==> src/rtl/logic_unit_arbiter.sv <==
// logic_unit_arbiter: round-robin arbiter that shares one W-bit bitwise
// logic unit among N_REQ requesters and returns tagged results.
// Optional feature macro: LOGIC_ARB_OPSEL_EN adds the per-requester req_op
// port (00 AND, 01 OR, 10 XOR, 11 NAND). Without it the unit is a fixed AND.
//
// Handshake: res_valid rises in HOLD and stays high, with res_data/res_id
// stable, until a cycle where res_ready is also high; that edge completes the
// transfer. ack is a one-cycle pulse in EXEC that tells the requester its
// operands were captured and it may change or drop them.
module logic_unit_arbiter #(
   parameter int N_REQ = 4,
   parameter int W     = 8
) (
   input  logic                       clk,
   input  logic                       rst,
   input  logic [N_REQ-1:0]           req,
   input  logic [N_REQ*W-1:0]         req_a,
   input  logic [N_REQ*W-1:0]         req_b,
`ifdef LOGIC_ARB_OPSEL_EN
   input  logic [N_REQ*2-1:0]         req_op,
`endif
   output logic [N_REQ-1:0]           ack,
   output logic                       res_valid,
   input  logic                       res_ready,
   output logic [W-1:0]               res_data,
   output logic [$clog2(N_REQ)-1:0]   res_id,
   output logic [7:0]                 op_count,
   output logic                       busy,
   output logic [1:0]                 dbg_state
);

   localparam int IW = $clog2(N_REQ);

   localparam logic [1:0] IDLE = 2'd0;
   localparam logic [1:0] EXEC = 2'd1;
   localparam logic [1:0] HOLD = 2'd2;

   logic [1:0]       state_q, state_d;
   logic [IW-1:0]    ptr_q, ptr_d;
   logic [N_REQ-1:0] ack_q, ack_d;
   logic [W-1:0]     a_q, a_d;
   logic [W-1:0]     b_q, b_d;
   logic [IW-1:0]    id_q, id_d;
   logic [W-1:0]     res_data_q, res_data_d;
   logic             res_valid_q, res_valid_d;
   logic [7:0]       op_count_q, op_count_d;

   logic             gnt_found;
   logic [IW-1:0]    gnt_idx;
   logic [IW-1:0]    scan_idx;
   logic [W-1:0]     alu_r;

`ifdef LOGIC_ARB_OPSEL_EN
   logic [1:0]       op_q, op_d;
`endif

   // Round-robin search: first set req bit starting at ptr, wrapping.
   always_comb begin
      gnt_found = 1'b0;
      gnt_idx   = '0;
      scan_idx  = '0;
      for (int k = 0; k < N_REQ; k++) begin
         scan_idx = ptr_q + IW'(k);
         if (!gnt_found && req[scan_idx]) begin
            gnt_found = 1'b1;
            gnt_idx   = scan_idx;
         end
      end
   end

   // Shared bitwise unit operating on the captured operands.
   always_comb begin
`ifdef LOGIC_ARB_OPSEL_EN
      case (op_q)
         2'b00:   alu_r = a_q & b_q;
         2'b01:   alu_r = a_q | b_q;
         2'b10:   alu_r = a_q ^ b_q;
         default: alu_r = ~(a_q & b_q);
      endcase
`else
      alu_r = a_q & b_q;
`endif
   end

   // Sequencer next-state: capture in IDLE, compute in EXEC, present in HOLD.
   always_comb begin
      state_d     = state_q;
      ptr_d       = ptr_q;
      ack_d       = '0;
      a_d         = a_q;
      b_d         = b_q;
      id_d        = id_q;
      res_data_d  = res_data_q;
      res_valid_d = res_valid_q;
      op_count_d  = op_count_q;
`ifdef LOGIC_ARB_OPSEL_EN
      op_d        = op_q;
`endif
      case (state_q)
         IDLE: begin
            if (gnt_found) begin
               state_d = EXEC;
               ack_d   = N_REQ'(1) << gnt_idx;
               a_d     = req_a[gnt_idx*W +: W];
               b_d     = req_b[gnt_idx*W +: W];
               id_d    = gnt_idx;
               ptr_d   = gnt_idx + IW'(1);
`ifdef LOGIC_ARB_OPSEL_EN
               op_d    = req_op[gnt_idx*2 +: 2];
`endif
            end
         end
         EXEC: begin
            state_d     = HOLD;
            res_data_d  = alu_r;
            res_valid_d = 1'b1;
         end
         HOLD: begin
            if (res_valid_q && res_ready) begin
               state_d     = IDLE;
               res_valid_d = 1'b0;
               op_count_d  = op_count_q + 8'd1;
            end
         end
         default: begin
            state_d     = IDLE;
            res_valid_d = 1'b0;
         end
      endcase
   end

   // State registers; reset discards any in-flight transfer.
   always_ff @(posedge clk or posedge rst) begin
      if (rst) begin
         state_q     <= IDLE;
         ptr_q       <= '0;
         ack_q       <= '0;
         a_q         <= '0;
         b_q         <= '0;
         id_q        <= '0;
         res_data_q  <= '0;
         res_valid_q <= 1'b0;
         op_count_q  <= 8'd0;
`ifdef LOGIC_ARB_OPSEL_EN
         op_q        <= 2'b00;
`endif
      end else begin
         state_q     <= state_d;
         ptr_q       <= ptr_d;
         ack_q       <= ack_d;
         a_q         <= a_d;
         b_q         <= b_d;
         id_q        <= id_d;
         res_data_q  <= res_data_d;
         res_valid_q <= res_valid_d;
         op_count_q  <= op_count_d;
`ifdef LOGIC_ARB_OPSEL_EN
         op_q        <= op_d;
`endif
      end
   end

   assign ack       = ack_q;
   assign res_valid = res_valid_q;
   assign res_data  = res_data_q;
   assign res_id    = id_q;
   assign op_count  = op_count_q;
   assign busy      = (state_q != IDLE);
   assign dbg_state = state_q;

endmodule

==> config.mk <==
export PLATFORM = sky130hd
export DESIGN_NAME = logic_unit_arbiter
export DESIGN_NICKNAME = d
export VERILOG_FILES = /design/src/rtl/logic_unit_arbiter.sv
export SDC_FILE = /design/constraint.sdc
export NUM_CORES = 1
export LEC_CHECK = 0
export ABC_AREA = 1
export CAP_MARGIN = 20
export CELL_PAD_IN_SITES_DETAIL_PLACEMENT = 0
export CELL_PAD_IN_SITES_GLOBAL_PLACEMENT = 2
export CORE_ASPECT_RATIO = 1.25
export CORE_MARGIN = 1
export CORE_UTILIZATION = 23
export DETAILED_ROUTE_END_ITERATION = 12
export GPL_TIMING_DRIVEN = 0
export PLACE_DENSITY_LB_ADDON = 0.1
export SETUP_SLACK_MARGIN = 0.5
export SYNTH_ARGS = -nofsm -noshare
export SYNTH_HDL_FRONTEND = slang
export SYNTH_SLANG_ARGS = --single-unit
==> constraint.sdc <==
create_clock -name clk -period 2.2 [get_ports clk]
set_clock_uncertainty 0.15 [all_clocks]
set_input_delay 0.44 -clock clk [delete_from_list [all_inputs] [get_ports clk]]
set_output_delay 0.44 -clock clk [all_outputs]
set_load 0.05 [all_outputs]
==> flow_summary_export.csv <==
group,metric,value,unit
outcome,run_status,"completed",
synth,syn_nets,458,
hold_path,hold_class,"primary input to asynchronous set/reset pin",
sta,fin_ws,0.0843,ns
grt,grt_usage,14.5,%
grt,grt_pass1_vias,2714,
synth,synth_compound_area_share,1.73,%
sta,tightest_slew,0.279,ns
cts,cts_buffers,5,
drt,drc,0,
placed_design,gp_congestion,0.758,
die,coreArea,11100,um2
synth,syn_inst,386,
die,num_rows,43,
synth,yosys.area.top_type_share,41.3,%
setup_path,crit_fanout,5,
drt,wl_per_cell,12.9,um
synth,ys_top_cells_by_area,"dfrtp_1 (41%), nand2_1 (32%), nand3_1 (9.0%), inv_1 (2.0%), buf_6 (1.7%)",
flow_run,maxCapViolCount,0,
synth,post_synth_xor_area_fraction,2.02,%
sta,period_needed,2.12,ns
synth,yosysMostFrequentCell,"nand2_1",
grt,grt_max_degree,35,
placed_design,io_buffers,96,
grt,grt_overflow_total,0,
sta,post-route-period-util,96.2,%
drt,ant_nets,0,
sta,hold_viol_final,0,
sta,rsz0062_at_grt,"true",
layout,drive_above_1_share,32.4,%
cts,htreeDepth,2,
drt,detail_route.iter0.violations,96,
die,die_w,97.2,um
cts,clock_latency,0.29,ns
pwr,powerDensity,1930,nW/um2
cts,clockBufferDepth,2,
sta,report.final.slew_viol_count,0,
sta,setup_viol,0,
setup_path,worstPathArrival,2.15,ns
pwr,power_leakage,0.00226,uW
cts,cts_num_sinks,43,
synth,seq_area_frac_synth,41.3,%
layout,final_core_util,40.8,%
layout,syn_to_final_growth,73.7,%
synth,syn_area,2600,um2
synth,synth_mux_area_share,0.432,%
grt,antenna_found_initial,0,
drt,routed_wl,8420,um
synth,synth_ff_type,"dfrtp_1",
synth,yosys.cell_types.count,31,
drt,vias_per_cell,4.30,
synth,async_flop_share,100,%
synth,synth-simple-area-share,47.0,%
drt,vias,2810,
die,io_pins,97,
die,dieArea,11800,um2
sta,max_clock_freq,0.473,GHz
synth,avgSynthCellArea,6.75,um2
setup_path,critical_path_class,"flop to flop",
layout,nets,589,
sta,relSlewSlack,81.5,%
layout,antenna_cells,0,
sta,finalSetupTns,0,ns
setup_path,cp.required,2.23,ns
placed_design,dp.final_hpwl,6350,um
synth,synth_adder_area_share,0.480,%
drt,detail_route.first_pass.iterations,4,
synth,ys_ff_latch,43,
setup_path,end_kind,"flop",
synth,synth_edf_count,0,
cts,cts.root.buffer_cell,"clkbuf_16",
die,die_y,121,um
pwr,ir_drop,819,uV
synth,synth_warnings,0,
placed_design,post-place-ws,-0.372,ns
die,initial_utilization,23.5,%
setup_path,critPathLaunchType,"flop",
synth,yosys-top-cells-count,"nand2_1 (221), nand3_1 (47), dfrtp_1 (43)",
cts,tritoncts,"done",
synth,yosysTopAreaCell,"dfrtp_1",
setup_path,rr_worst_depth,16,
cts,clk_pin_slew_worst_paths,0.06,ns
grt,grt_pass1_wl,13500,um
synth,synth_top_family_by_area,"simple AND/OR/NAND/NOR gates",
## layer usage
metal	GRT usage [%]	vias to the layer above	routed length, um
met1	18.7	1263	3750
met4	5.04	0	121
met3	3.23	7	432
met5	0	-	0
li1	-	1467	-
met2	24.0	73	4120
## cell families after synthesis
family / count (synthesis)
compound gates: 8
xor+xnor: 6
fa+ha+maj: 1
buf+inv: 35
flops: 43
mux: 1
simple gates: 292
## registers in the layout, summed over array words and instances (netlist names)
name and count:
a_q 8, ack 4, b_q 8, dbg_state 2, op_count 8, ptr_q 2, res_data 8, res_id 2
res_valid 1
## cell usage in the layout, fill, tap and decap left out, types with 4 or more instances in the layout
cell / count
inv_1: 8
clkdlybuf4s15_2: 22
clkbuf_16: 5
buf_4: 27
clkdlybuf4s50_1: 65
buf_8: 6
nor2_4: 4
inv_2: 7
dlygate4sd2_1: 5
nand2_4: 7
nor2_1: 4
buf_6: 8
dfrtp_2: 5
nand2_2: 45
nand2_1: 173
nand3_1: 44
dfrtp_1: 38
## metrics by stage
| step | power (uW) | cells | cell area, um2 | hold slack [ns] |
|---|---|---|---|---|
| after CTS | 8260 | 645 | 4330 | 0.259 |
| after floorplan | 4950 | 386 | 2640 | 0.299 |
| final | 8750 | 653 | 4520 | 0.252 |
| after global placement | 6450 | 617 | 3770 | 0.310 |
| after global routing | 9490 | 653 | 4520 | 0.285 |
| after detailed placement | 6450 | 618 | 3790 | 0.312 |
## critical path, cell delays in order (launching register included)
cell	delay [ns]
dfrtp_2	0.45
clkinvlp_4	0.18
nand2_2	0.12
nand2_4	0.06
nand2_2	0.06
nand2_2	0.06
nor2_4	0.12
nand3_2	0.09
nand2_4	0.12
nand2_8	0.09
buf_8	0.14
nand2_2	0.05
nand2_2	0.05
nand2_1	0.07
nand2_2	0.07
nand2_1	0.07
nand2_1	0.05
## timing repair
action / in CTS / in global routing
hold buffers: 0 / 0
resized for setup: 145 / 61
pin swaps: 24 / 14
endpoints found under the setup margin: 65 / 37
gates cloned: 3 / 0
buffers inserted: 16 / 8
## where the power goes
| group | internal, uW | switching, uW | total (uW) |
|---|---|---|---|
| Combinational | 2660 | 3890 | 6540 |
| Clock | 482 | 299 | 781 |
| Sequential | 1160 | 271 | 1430 |
## worst paths after layout
kind	from	end	slack, ns
hold reg to reg	op_count[7]$_DFFE_PP0P_	op_count[7]$_DFFE_PP0P_	0.32
hold / removal	rst	res_data[3]$_DFFE_PP0P_	0.25
max in group asynchronous	rst	ptr_q[0]$_DFFE_PP0P_	1.18
setup / recovery	ptr_q[0]$_DFFE_PP0P_	a_q[1]$_DFFE_PP0P_	0.08
setup reg to reg	ptr_q[0]$_DFFE_PP0P_	a_q[1]$_DFFE_PP0P_	0.08
min in group clk	op_count[7]$_DFFE_PP0P_	op_count[7]$_DFFE_PP0P_	0.32
## cell type report
| cell class | instances | area [um2] |
|---|---|---|
| Timing Repair Buffer | 123 | 1230 |
| Timing Repair inverter | 1 | 7.51 |
| Multi-Input combinational cell | 308 | 1610 |
| Buffer | 16 | 179 |
| Tap cell | 135 | 169 |
| Fill cell | 1207 | 6560 |
| Clock buffer | 7 | 153 |
| Inverter | 19 | 87.6 |
| Clock inverter | 1 | 7.51 |
| Sequential cell | 43 | 1080 |
Note: power is estimated with default switching activity, not from simulation.
